<file path="src/rtl/unsharp_mask_engine.sv">
// Unsharp-mask engine: separable KTAPS x KTAPS blur, sharpen, saturate.
// Image, kernel and result live in single-port RAMs; ap_ctrl_hs handshake.
module unsharp_mask_engine #(
  parameter int IMG_W      = 32,
  parameter int IMG_H      = 32,
  parameter int ADDR_W     = 10,
  parameter int DATA_W     = 32,
  parameter int PIX_BITS   = 8,
  parameter int KTAPS      = 5,
  parameter int KADDR_W    = 3,
  parameter int COEF_W     = 16,
  parameter int NORM_SHIFT = 8,
  parameter int AMT_SHIFT  = 4
) (
  input  logic               ap_clk,
  input  logic               ap_rst,
  input  logic               ap_start,
  output logic               ap_done,
  output logic               ap_idle,
  output logic               ap_ready,
  input  logic [15:0]        amount,
  output logic [ADDR_W-1:0]  img_address0,
  output logic               img_ce0,
  input  logic [DATA_W-1:0]  img_q0,
  output logic [ADDR_W-1:0]  mask_img_address0,
  output logic               mask_img_ce0,
  output logic               mask_img_we0,
  output logic [DATA_W-1:0]  mask_img_d0,
  output logic [KADDR_W-1:0] kernelDataX_address0,
  output logic               kernelDataX_ce0,
  input  logic [DATA_W-1:0]  kernelDataX_q0,
  output logic [KADDR_W-1:0] kernelDataY_address0,
  output logic               kernelDataY_ce0,
  input  logic [DATA_W-1:0]  kernelDataY_q0
);

  localparam int R  = (KTAPS - 1) / 2;
  localparam int KW = $clog2(KTAPS + 1);
  localparam int XW = $clog2(IMG_W + 1);
  localparam int YW = $clog2(IMG_H + 1);
  localparam int PW = PIX_BITS + 1 + 2 * COEF_W;
  localparam int AW = PW + $clog2(KTAPS * KTAPS);
  localparam int OW = AW + 18;

  localparam logic [KW-1:0] KMAX = KW'(KTAPS - 1);
  localparam logic [KW-1:0] KNUM = KW'(KTAPS);
  localparam logic [KW-1:0] RK   = KW'(R);
  localparam logic [XW-1:0] XMAX = XW'(IMG_W - 1);
  localparam logic [YW-1:0] YMAX = YW'(IMG_H - 1);
  localparam logic signed [OW-1:0] PMAX = OW'((1 << PIX_BITS) - 1);

  typedef enum logic [2:0] {
    IDLE, LDK, TAP, DRAIN, CALC, WRITE, DONE
  } state_t;

  state_t                    state;
  logic [KW-1:0]             kcnt, kx, ky, rkx, rky;
  logic [XW-1:0]             x;
  logic [YW-1:0]             y;
  logic                      rd_v;
  logic [15:0]               amt;
  logic signed [COEF_W-1:0]  cx [KTAPS];
  logic signed [COEF_W-1:0]  cy [KTAPS];
  logic signed [AW-1:0]      acc;
  logic [PIX_BITS-1:0]       center, res, sat;
  logic [PIX_BITS-1:0]       pix;
  logic signed [PW-1:0]      term;
  logic signed [OW-1:0]      cen_s, blur_s, prod_s, out_s;
  int                        sx, sy;
  logic                      unused;

  assign pix = img_q0[PIX_BITS-1:0];
  assign unused = ^{img_q0[DATA_W-1:PIX_BITS],
                    kernelDataX_q0[DATA_W-1:COEF_W],
                    kernelDataY_q0[DATA_W-1:COEF_W]};

  // Clamped tap coordinates for the current read
  always_comb begin
    sx = int'(x) + int'(kx) - R;
    sy = int'(y) + int'(ky) - R;
    if (sx < 0) sx = 0;
    if (sx > IMG_W - 1) sx = IMG_W - 1;
    if (sy < 0) sy = 0;
    if (sy > IMG_H - 1) sy = IMG_H - 1;
  end

  // Tap product and sharpen/saturate arithmetic
  always_comb begin
    term   = PW'($signed({1'b0, pix})) * PW'(cx[rkx]) * PW'(cy[rky]);
    cen_s  = OW'($signed({1'b0, center}));
    blur_s = OW'(acc >>> NORM_SHIFT);
    prod_s = (cen_s - blur_s) * OW'($signed({1'b0, amt}));
    out_s  = cen_s + (prod_s >>> AMT_SHIFT);
    sat    = out_s[PIX_BITS-1:0];
    if (out_s < 0) sat = '0;
    else if (out_s > PMAX) sat = '1;
  end

  assign ap_idle  = (state == IDLE);
  assign ap_done  = (state == DONE);
  assign ap_ready = (state == DONE);

  assign img_ce0      = (state == TAP);
  assign img_address0 = img_ce0 ? ADDR_W'(sy * IMG_W + sx) : '0;

  assign kernelDataX_ce0 = (state == IDLE && ap_start && !ap_rst)
                        || (state == LDK && kcnt < KNUM);
  assign kernelDataY_ce0 = kernelDataX_ce0;
  assign kernelDataX_address0 =
    (state == LDK && kcnt < KNUM) ? KADDR_W'(kcnt) : '0;
  assign kernelDataY_address0 = kernelDataX_address0;

  assign mask_img_ce0 = (state == WRITE);
  assign mask_img_we0 = (state == WRITE);
  assign mask_img_address0 =
    mask_img_ce0 ? ADDR_W'(int'(y) * IMG_W + int'(x)) : '0;
  assign mask_img_d0 = mask_img_ce0 ? DATA_W'(res) : '0;

  // Control FSM, coefficient load, tap accumulation
  always_ff @(posedge ap_clk) begin
    if (ap_rst) begin
      state  <= IDLE;
      kcnt   <= '0;
      kx     <= '0;
      ky     <= '0;
      rkx    <= '0;
      rky    <= '0;
      x      <= '0;
      y      <= '0;
      rd_v   <= 1'b0;
      amt    <= '0;
      acc    <= '0;
      center <= '0;
      res    <= '0;
    end else begin
      rd_v <= (state == TAP);
      rkx  <= kx;
      rky  <= ky;
      if (rd_v) begin
        acc <= acc + AW'(term);
        if (rkx == RK && rky == RK) center <= pix;
      end
      case (state)
        IDLE: if (ap_start) begin
          amt   <= amount;
          kcnt  <= KW'(1);
          x     <= '0;
          y     <= '0;
          state <= LDK;
        end
        LDK: begin
          cx[kcnt - 1'b1] <= $signed(kernelDataX_q0[COEF_W-1:0]);
          cy[kcnt - 1'b1] <= $signed(kernelDataY_q0[COEF_W-1:0]);
          kcnt <= kcnt + 1'b1;
          if (kcnt == KNUM) begin
            kx    <= '0;
            ky    <= '0;
            acc   <= '0;
            state <= TAP;
          end
        end
        TAP: begin
          if (kx == KMAX) begin
            kx <= '0;
            if (ky == KMAX) begin
              ky    <= '0;
              state <= DRAIN;
            end else begin
              ky <= ky + 1'b1;
            end
          end else begin
            kx <= kx + 1'b1;
          end
        end
        DRAIN: state <= CALC;
        CALC: begin
          res   <= sat;
          state <= WRITE;
        end
        WRITE: begin
          acc <= '0;
          if (x == XMAX) begin
            x <= '0;
            if (y == YMAX) begin
              state <= DONE;
            end else begin
              y     <= y + 1'b1;
              state <= TAP;
            end
          end else begin
            x     <= x + 1'b1;
            state <= TAP;
          end
        end
        DONE: state <= IDLE;
        default: state <= IDLE;
      endcase
    end
  end

endmodule

</file>
<file path="config.mk">
export PLATFORM = sky130hd
export DESIGN_NAME = unsharp_mask_engine
export DESIGN_NICKNAME = d
export VERILOG_FILES = /design/src/rtl/unsharp_mask_engine.sv
export SDC_FILE = /design/constraint.sdc
export NUM_CORES = 2
export LEC_CHECK = 0
export CORE_MARGIN = 2
export CORE_UTILIZATION = 35
export CTS_CLUSTER_SIZE = 16
export DETAILED_ROUTE_END_ITERATION = 16
export SLEW_MARGIN = 30
export SYNTH_ARGS = -nofsm -noshare
export SYNTH_HDL_FRONTEND = slang
export SYNTH_SLANG_ARGS = --single-unit
export TNS_END_PERCENT = 50
</file>
<file path="constraint.sdc">
create_clock -name ap_clk -period 27.6 [get_ports ap_clk]
set_input_delay 4.14 -clock ap_clk [delete_from_list [all_inputs] [get_ports ap_clk]]
set_output_delay 4.14 -clock ap_clk [all_outputs]
set_load 0.03 [all_outputs]
</file>
==> summary.txt <==
Logic synthesis
  • Number of synthesized flops with an enable pin: 160
  • Post-synth top area share: 40.95%
  • Synth area leader: fa_1
  • Top FF cell, synth: edfxtp_1
  • Post-Syn Area: 56,030 um^2
  • Count leader, synth: inv_1
  • Synth area leaders: fa_1 41%, inv_1 9.1%, edfxtp_1 8.6%
  • Seq/Total Area, Yosys: 12.47%
  • Distinct cells, synth: 89
  • Seq cells post-synth: 269
  • Synth Instances: 6,014
  • YS warnings: 0
  • Post-synth top cells: 1,356 x inv_1, 1,146 x fa_1, 742 x nand2_1
  • Share of flip-flops with an asynchronous set or reset: 0%
  • Synth Area per Inst: 9.317 um^2

Worst hold path
  • Hold/Removal Path Class: flip-flop to flip-flop

Global route
  • Grt total ovfl: 0
  • Number of global-route vias before repair: 43,110
  • Initial antenna violation count: 6
  • Tot GR Track Use: 18.11%
  • First-pass GRT wire length: 235.9 mm
  • Largest net degree at the start of global routing: 58

Final layout
  • Layout cells sized above 1: 4.230%
  • Area Growth Syn to Fin: 7.925%
  • # fillers: 15,800
  • Nets: 7,623

Timing
  • Setup TNS: 0 ns
  • Worst rel slew slack: 34.20%
  • RSZ-0062 raised after global routing: no
  • Fmax: 61.05 MHz
  • Tmin final: 16.38 ns
  • Setup violators final: 0
  • Worst slew pin tran: 0.9825 ns
  • Final Slew Violations: 0
  • Final Hold Viols: 0
  • Clock Skew: 0.01675 ns
  • Tcrit/Tclk final: 59.35%

Clock network
  • Clock sink count: 269
  • Hold bufs inserted after CTS: 0
  • Total CTS buffers: 31
  • Worst-path clk slew: 0.06 ns
  • CTS-repair resized insts: 0
  • Worst-Skew Late Latency: 0.63 ns
  • Htree depth: 1
  • CTS tree: built
  • Max Root-Sink Buffers: 3
  • Clock root buffer: clkbuf_16
  • Post-CTS setup buffer count: 0

Setup path
  • Critical Path RT: 28.14 ns
  • Slowest stage delay, CP: 1.01 ns
  • Critical Path Source Type: input pin
  • Crit path DAT: 16.92 ns
  • CP max FO: 17
  • Critical Path End Type: flip-flop
  • CP Class: input pin to flip-flop
  • CP dominant cell by count: fa_1
  • Crit path max-delay cell type: clkdlybuf4s50_1

Floorplanning
  • Die Wd: 404.1 um
  • Std cell rows: 146
  • Die H: 404.1 um
  • Initial Util: 35.30%
  • Placeable Area: 158,700 um^2
  • Num ports: 181
  • Full die area: 163,300 um^2

Drt
  • Drt first pass iters: 6
  • Drt drc: 0
  • Detailed Route WL: 142.1 mm
  • DRT antenna net count: 0
  • Routed len/inst: 17.54 um
  • Via count: 40,130
  • Vias/cell: 4.952
  • Iter 0 DRT Violations: 2,431

Placed design
  • Final HPWL DP: 114.3 mm
  • GPL Wtd Cong: 0.8852
  • # port buffers: 100

Flow run
  • Max Cap Viol: 0

Outcome
  • Status: finished, final reports clean
-- kinds of logic (layout without fill, tap and decap cells) --
family | count (synthesis) | in the layout | share of synthesized area, %
and+or+nand+nor | 1818 | 1818 | 15.90
buffers and inverters | 1619 | 1609 | 11.05
adders and majority gates | 1504 | 1504 | 48.94
AOI/OAI and AO/OA | 490 | 490 | 5.685
DFF | 269 | 269 | 12.47
xor gates and xnor gates | 181 | 181 | 2.829
muxes | 131 | 131 | 3.106
other | 2 | 29 | 0.01340
-- flip-flops by register name, summed over array words and instances (netlist names), 6 cells and up --
register	count
amt	16
res	8
cx	80
x	6
acc	46
center	8
y	6
cy	80
-- final timing paths --
kind                   from       to  slack (ns)  depth (start not counted)
setup / recovery  img_q0[0]  acc[45]       11.22                         46
hold / removal       amt[5]   amt[5]        0.46                          2
setup reg to reg     rkx[0]  acc[45]       14.18                         46
hold reg to reg      amt[5]   amt[5]        0.46                          2
-- final cells by class --
type | count | area, um^2 | area share, %
antenna | 2 | 5.005 | 0.008276
inverter | 1357 | 5094 | 8.423
clock buffer | 37 | 798.3 | 1.320
clock inverter | 21 | 242.7 | 0.4014
tap | 2072 | 2592 | 4.287
sequential | 269 | 6994 | 11.57
multi-input combinational | 4151 | 43020 | 71.15
timing repair buffer | 194 | 1722 | 2.847
-- routing by layer --
layer	part of all wire [%]	GRT usage [%]	vias to the layer above
met2	48	30.69	1075
met4	2.5	4.032	0
met5	0	0	-
met3	5.4	1.992	158
met1	44	24.93	20690
li1	-	-	18210
-- critical path: cells and delay by family --
family,cells,cell delay [ns]
AO/OA/AOI/OAI,21,4.84
XOR/XNOR,3,0.41
adder cells (fa/ha/maj),12,5.50
buffers and inverters,8,1.64
AND/OR/NAND/NOR,2,0.33
-- metrics by stage --
stage,cell area (um^2),cells,setup WS [ns],hold slack [ns],util (%)
after detailed placement,59420,8043,10.70,0.4505,37.43
after CTS,60460,8101,11.34,0.4590,38.09
after global placement,59370,8042,10.67,0.4456,37.40
after global routing,60470,8102,10.62,0.4721,38.09
final,60470,8103,11.22,0.4553,38.09
after floorplan,56120,6039,12.67,0.4469,-
-- cells in the final DEF (no fill, tap or decap), types with 32 or more instances in the layout --
cell type and instances:
a21o_1 57, a21oi_1 151, and2_1 371, buf_4 93, clkdlybuf4s50_1 99, dfxtp_1 103, edfxtp_1 160, fa_1 1146
ha_1 358, inv_1 1355, mux2i_1 74, mux4_2 32, nand2_1 741, nand2b_1 62, nand3_1 49, nor2_1 254
nor2b_1 116, nor3_1 59, o21ai_0 85, xnor2_1 114, xor2_1 65
Power is left out: the tool's default activity adds up to more than one toggle a clock period on the data nets, which glitch-free logic cannot reach.
